$ cat config.mk
export PLATFORM = sky130hd
export DESIGN_NAME = mem_a_loader
export DESIGN_NICKNAME = d
export VERILOG_FILES = /design/src/rtl/mem_a_loader.sv
export SDC_FILE = /design/constraint.sdc
export NUM_CORES = 1
export LEC_CHECK = 0
export BUFFER_PORTS_ARGS = -buffer_cell sky130_fd_sc_hd__buf_2
export CORE_ASPECT_RATIO = 1.25
export CORE_MARGIN = 2
export CORE_UTILIZATION = 24
export DETAILED_ROUTE_END_ITERATION = 7
export GPL_ROUTABILITY_DRIVEN = 0
export GPL_TIMING_DRIVEN = 0
export MAX_ROUTING_LAYER = met4
export PLACE_DENSITY_LB_ADDON = 0.05
export SLEW_MARGIN = 5
export SYNTH_ARGS = -nofsm -noshare
export SYNTH_HDL_FRONTEND = slang
export SYNTH_SLANG_ARGS = --single-unit
$ cat constraint.sdc
create_clock -name clk -period 6.6 [get_ports clk]
set_input_delay 0 -clock clk [delete_from_list [all_inputs] [get_ports clk]]
set_output_delay 0 -clock clk [all_outputs]
set_load 0.02 [all_outputs]
$ cat src/rtl/mem_a_loader.sv
// ---------------------------------------------------------------------------
// mem_a_loader
//   Upstream feeder for the A-matrix transpose-FIFO bank. Packs incoming
//   BEAT_ELEMS-wide beats into DIM-element rows and writes one row per WrEn
//   strobe. After row DIM-1 has been written, it holds the bank shift enable
//   for 2*DIM-1 cycles so that the skewed wavefront drains into the array.
//   It then pulses done for one cycle and returns to IDLE.
//
// Handshake: a beat transfers on a rising clk edge where in_valid && in_ready.
//   in_ready depends only on state and counters, never on in_valid. The
//   source may hold in_valid high indefinitely, and beats presented outside
//   LOAD are simply never taken.
//
// Ports
//   clk, rst      clock and asynchronous active-high reset
//   start         one-cycle load request, honoured in IDLE only
//   in_valid      beat valid
//   in_ready      beat ready
//   in_data       beat payload, element k at [k*BITS_AB +: BITS_AB]
//   Ain           packed row to the bank, element i at Ain[i]
//   Arow          row index for Ain
//   WrEn          one-cycle row write strobe
//   en            bank shift enable (STREAM only)
//   busy          high in any state other than IDLE
//   done          one-cycle pulse in DONE
//   stall_cycles  LOAD cycles with in_valid low (MEM_A_LOADER_PERF_EN only)
//   state_dbg     current FSM state encoding for observation
//
// Optional feature macro: MEM_A_LOADER_PERF_EN (adds stall_cycles).
// ---------------------------------------------------------------------------
module mem_a_loader #(
  parameter int BITS_AB    = 8,
  parameter int DIM        = 8,
  parameter int BEAT_ELEMS = 4
) (
  input  logic                                clk,
  input  logic                                rst,
  input  logic                                start,
  input  logic                                in_valid,
  output logic                                in_ready,
  input  logic [BEAT_ELEMS*BITS_AB-1:0]       in_data,
  output logic signed [DIM-1:0][BITS_AB-1:0]  Ain,
  output logic [$clog2(DIM)-1:0]              Arow,
  output logic                                WrEn,
  output logic                                en,
  output logic                                busy,
  output logic                                done,
`ifdef MEM_A_LOADER_PERF_EN
  output logic [31:0]                         stall_cycles,
`endif
  output logic [1:0]                          state_dbg
);

  localparam int BPR = DIM / BEAT_ELEMS;             // beats per row
  localparam int BW  = (BPR > 1) ? $clog2(BPR) : 1;  // beat counter width
  localparam int RW  = $clog2(DIM + 1);              // row counter, saturates at DIM
  localparam int AW  = $clog2(DIM);                  // row index width
  localparam int SW  = $clog2(2 * DIM);              // stream counter width

  if ((DIM % BEAT_ELEMS) != 0) begin : g_bad_beat_elems
    $error("mem_a_loader: BEAT_ELEMS must divide DIM");
  end

  typedef enum logic [1:0] {
    S_IDLE   = 2'd0,
    S_LOAD   = 2'd1,
    S_STREAM = 2'd2,
    S_DONE   = 2'd3
  } state_t;

  state_t                     state_q, state_d;
  logic [BW-1:0]              beat_q, beat_d;
  logic [RW-1:0]              row_q, row_d;
  logic [SW-1:0]              strm_q, strm_d;
  logic [DIM-1:0][BITS_AB-1:0] pack_q, pack_d;
  logic [DIM-1:0][BITS_AB-1:0] ain_q, ain_d;
  logic [AW-1:0]              arow_q, arow_d;
  logic                       wren_q, wren_d;
`ifdef MEM_A_LOADER_PERF_EN
  logic [31:0]                stall_q, stall_d;
`endif

  logic                        in_ready_c;
  logic                        accept;
  logic                        last_beat;
  logic [DIM-1:0][BITS_AB-1:0] row_next;

  // The packing buffer is separate from the Ain output register, so the
  // first beat of the next row can be taken while the previous row is being
  // written to the bank.
  always_comb begin
    in_ready_c = (state_q == S_LOAD) && (row_q != RW'(DIM));
    accept     = in_valid && in_ready_c;
    last_beat  = (beat_q == BW'(BPR - 1));

    // Row contents as they will be once the current beat is merged in.
    row_next = pack_q;
    for (int s = 0; s < DIM; s++) begin
      if (beat_q == BW'(s / BEAT_ELEMS)) begin
        row_next[s] = in_data[(s % BEAT_ELEMS)*BITS_AB +: BITS_AB];
      end
    end
  end

  always_comb begin
    state_d = state_q;
    beat_d  = beat_q;
    row_d   = row_q;
    strm_d  = strm_q;
    pack_d  = pack_q;
    ain_d   = ain_q;
    arow_d  = arow_q;
    wren_d  = 1'b0;
`ifdef MEM_A_LOADER_PERF_EN
    stall_d = stall_q;
`endif

    if (accept) begin
      pack_d = row_next;
      if (last_beat) begin
        beat_d = '0;
        ain_d  = row_next;
        arow_d = row_q[AW-1:0];
        wren_d = 1'b1;
        if (row_q != RW'(DIM)) begin
          row_d = row_q + RW'(1);
        end
      end else begin
        beat_d = beat_q + BW'(1);
      end
    end

    case (state_q)
      S_IDLE: begin
        if (start) begin
          state_d = S_LOAD;
          beat_d  = '0;
          row_d   = '0;
          strm_d  = '0;
`ifdef MEM_A_LOADER_PERF_EN
          stall_d = '0;
`endif
        end
      end
      S_LOAD: begin
`ifdef MEM_A_LOADER_PERF_EN
        if (!in_valid && (stall_q != 32'hFFFF_FFFF)) begin
          stall_d = stall_q + 32'd1;
        end
`endif
        // Leave only once the final row's write strobe is on the bus, so
        // WrEn and en can never overlap.
        if (wren_q && (row_q == RW'(DIM))) begin
          state_d = S_STREAM;
          strm_d  = '0;
        end
      end
      S_STREAM: begin
        if (strm_q == SW'(2 * DIM - 2)) begin
          state_d = S_DONE;
          strm_d  = '0;
        end else begin
          strm_d = strm_q + SW'(1);
        end
      end
      S_DONE: begin
        state_d = S_IDLE;
      end
      default: begin
        state_d = S_IDLE;
      end
    endcase
  end

  always_ff @(posedge clk or posedge rst) begin
    if (rst) begin
      state_q <= S_IDLE;
      beat_q  <= '0;
      row_q   <= '0;
      strm_q  <= '0;
      pack_q  <= '0;
      ain_q   <= '0;
      arow_q  <= '0;
      wren_q  <= 1'b0;
`ifdef MEM_A_LOADER_PERF_EN
      stall_q <= '0;
`endif
    end else begin
      state_q <= state_d;
      beat_q  <= beat_d;
      row_q   <= row_d;
      strm_q  <= strm_d;
      pack_q  <= pack_d;
      ain_q   <= ain_d;
      arow_q  <= arow_d;
      wren_q  <= wren_d;
`ifdef MEM_A_LOADER_PERF_EN
      stall_q <= stall_d;
`endif
    end
  end

  assign in_ready  = in_ready_c;
  assign Ain       = ain_q;
  assign Arow      = arow_q;
  assign WrEn      = wren_q;
  assign en        = (state_q == S_STREAM);
  assign busy      = (state_q != S_IDLE);
  assign done      = (state_q == S_DONE);
  assign state_dbg = state_q;
`ifdef MEM_A_LOADER_PERF_EN
  assign stall_cycles = stall_q;
`endif

endmodule

==> results.py <==
metrics = {
    "sta": {
        "hold_slack_ns": 0.136,
        "finalSetupViolCount": 0,
        "slew_headroom_pct": 57.6,
        "clock-skew-final_ns": 0.0102,
        "tns_ns": 0,
        "min_period_over_period_pct": 42.3,
        "period_needed_ns": 2.79,
        "slew_viol_final": 0,
        "rsz0062_at_grt": "no",
        "fmax_mhz": 358,
        "hold_violations": 0,
        "tightest_slew_ns": 0.635,
    },
    "cts": {
        "cts_tree": "built",
        "clk_pin_slew_ns": 0.06,
        "clk_latency_ns": 0.42,
        "ctsHtreeMaxLevel": 4,
        "clock_sinks": 143,
        "clock-root-buffer": "clkbuf_16",
        "numCtsBuffers": 17,
        "clockBufferDepth": 2,
        "cts_resized": 0,
    },
    "power_and_ir_drop": {
        "p_leak_nw": 3.62,
        "p_per_area_nw_per_um2": 494,
        "vdd_drop_max_mv": 0.189,
    },
    "logic_synthesis": {
        "synth_edf_count": 0,
        "synth_flop_cell": "dfrtp_1",
        "synth_seq_cells": 143,
        "synthTopCellsByArea": "dfrtp_1 (59%), mux2_2 (11%), mux2i_1 (11%), a21oi_1 (5.7%), nor2_1 (4.0%)",
        "syn-num-nets": 537,
        "syn_avg_cell_area_um2": 12.3,
        "syn_area_um2": 6070,
        "ys_seq_area_share_pct": 58.9,
        "async_reset_ff_share_pct": 100,
        "synth_cell_type_count": 33,
        "yosys.cell_count.top_type": "dfrtp_1",
        "yosysTopAreaCell": "dfrtp_1",
        "synth_top_area_share_pct": 58.9,
        "syn_inst": 492,
        "yosysWarnings": 0,
        "synth_top_cells_by_count": "dfrtp_1 (143), a21oi_1 (69), mux2i_1 (65)",
    },
    "floorplan": {
        "die_h_um": 182,
        "fp.coreArea_um2": 25000,
        "initial_core_util_pct": 24.2,
        "die_x_um": 146,
        "num_rows": 65,
        "io_pins": 110,
        "die_area_um2": 26600,
    },
    "route": {
        "routed_wl_um": 16400,
        "via_count": 4229,
        "drtIter0Drc": 146,
        "first_pass_iters": 5,
        "wire_per_inst_um": 16.3,
        "postRouteAntennaNets": 0,
        "drc": 0,
        "routed_via_density": 4.21,
    },
    "place": {
        "place_area_um2": 7070,
        "dp_cells": 937,
        "dp_hpwl_um": 11100,
        "io_buffers": 109,
    },
    "status": {
        "outcome": "finished clean",
    },
    "global_routing": {
        "grt_pass1_vias": 4435,
        "grt_max_degree": 93,
        "grt-ovfl-total": 0,
        "antenna_found_initial": 0,
        "grt_usage_pct": 13.2,
        "grt_first_pass_wirelength_um": 25900,
    },
    "final_layout": {
        "num-nets-final": 701,
        "nFillCells": 2643,
        "stdcell_area_um2": 8000,
        "instances_no_fill": 1004,
        "num_antenna_cells": 0,
        "fin_util_pct": 31.9,
        "layout-drive-gt1-share_pct": 32.4,
        "area_growth_pct": 31.8,
    },
    "setup_path": {
        "cp-startpoint": "row_q[0]",
        "rr_endpoint": "Ain[59]",
        "rrSetupSlack_ns": 3.81,
        "worst_setup_path_end_kind": "register",
        "cp_data_arrival_time_ns": 3.13,
        "r2r_cells": 10,
        "crit_required_ns": 6.94,
        "timing.rr.start": "row_q[0]",
        "cp_max_fo": 10,
        "cp-start-kind": "register",
        "worstSetupPathType": "register to register",
    },
    "hold_path": {
        "hold_class": "input pin to async pin",
    },
    "job": {
        "cap_violations": 0,
    },
}
how the worst max path moves through the flow:
stage | to | slack (ns) | depth (start not counted)
after floorplan | Ain[0] | 2.76 | 1
after global placement | pack_q[22] | 0.79 | 2
after detailed placement | Ain[61] | 3.71 | 10
after CTS | Ain[61] | 3.70 | 10
after global routing | Ain[58] | 3.45 | 10
final | Ain[59] | 3.81 | 10
per-stage QoR:
step / power [W] / worst slack, ns
2_1_floorplan: 0.00253 / 2.76
5_1_grt: 0.00425 / 3.45
3_3_place_gp: 0.00301 / 0.794
6_report: 0.00395 / 3.81
3_5_place_dp: 0.00304 / 3.71
4_1_cts: 0.00403 / 3.70
layer usage:
layer  track usage [%]  vias to the layer above  share of wire, %
met3              2.81                       15               3.3
met4              4.31                        0               1.4
met2              21.6                       77                50
met5                 -                        -                 0
met1              16.2                     2090                45
li1                  -                     2047                 -
cells in the final DEF, fill, tap and decap left out, types with 2 or more instances in the layout:
| cell type | netlist | final |
|---|---|---|
| mux2_2 | 61 | 61 |
| dfrtp_1 | 143 | 143 |
| mux2_1 | 6 | 6 |
| clkbuf_8 | 0 | 5 |
| nor2_1 | 64 | 64 |
| mux2i_1 | 65 | 65 |
| buf_2 | 15 | 124 |
| a21oi_1 | 69 | 69 |
| clkbuf_16 | 0 | 17 |
| clkinv_2 | 0 | 2 |
| nand2b_1 | 2 | 2 |
| xnor2_1 | 2 | 2 |
| clkinv_4 | 0 | 2 |
| o21ai_0 | 4 | 4 |
| buf_1 | 5 | 5 |
| nand2_1 | 5 | 5 |
| ha_1 | 9 | 9 |
| clkinvlp_4 | 0 | 3 |
| clkbuf_1 | 12 | 14 |
| dlygate4sd3_1 | 0 | 35 |
| nand3_1 | 4 | 4 |
| inv_1 | 9 | 8 |
power breakdown:
part	internal, W	switching [W]
combinational	0.000621	0.000854
clock	0.000569	0.000377
sequential	0.00130	0.000233
logic make-up after synthesis:
| kind of cell | synth area share (%) |
|---|---|
| buffers and inverters | 2.84 |
| adders and majority gates | 1.85 |
| muxes | 23.1 |
| DFF | 58.9 |
| xor gates and xnor gates | 0.289 |
| AOI/OAI and AO/OA | 7.11 |
| and+or+nand+nor | 5.81 |
registers in the layout (all words and copies together), names as in the netlist:
signal / count
pack_q: 64
WrEn: 1
Ain: 64
row_q: 4
strm_q: 4
Arow: 3
beat_q: 1
state_dbg: 2
critical path, cell delays in order (launching register included):
cell and delay [ns]:
dfrtp_1 0.40, inv_1 0.08, ha_1 0.23, nand3b_1 0.12
and3_1 0.20, ha_1 0.18, clkbuf_1 0.22, clkbuf_1 0.52
buf_1 0.53, nor2_1 0.11, a21oi_1 0.13
area by class of cell:
type	count	area, um^2	share of cell area (%)
inverter	9	41.3	0.516
sequential	143	3580	44.7
clock buffer	24	502	6.27
tap	335	419	5.24
clock inverter	8	80.1	1.00
buffer	32	139	1.74
multi-input combinational	308	2320	29.0
timing repair buffer	145	923	11.5
what timing repair did:
action	4_1_cts	5_1_grt
hold buffers	35	0
endpoints found under the hold margin	184	0
buffers inserted	0	0
Power figures use the tool's default switching activity.
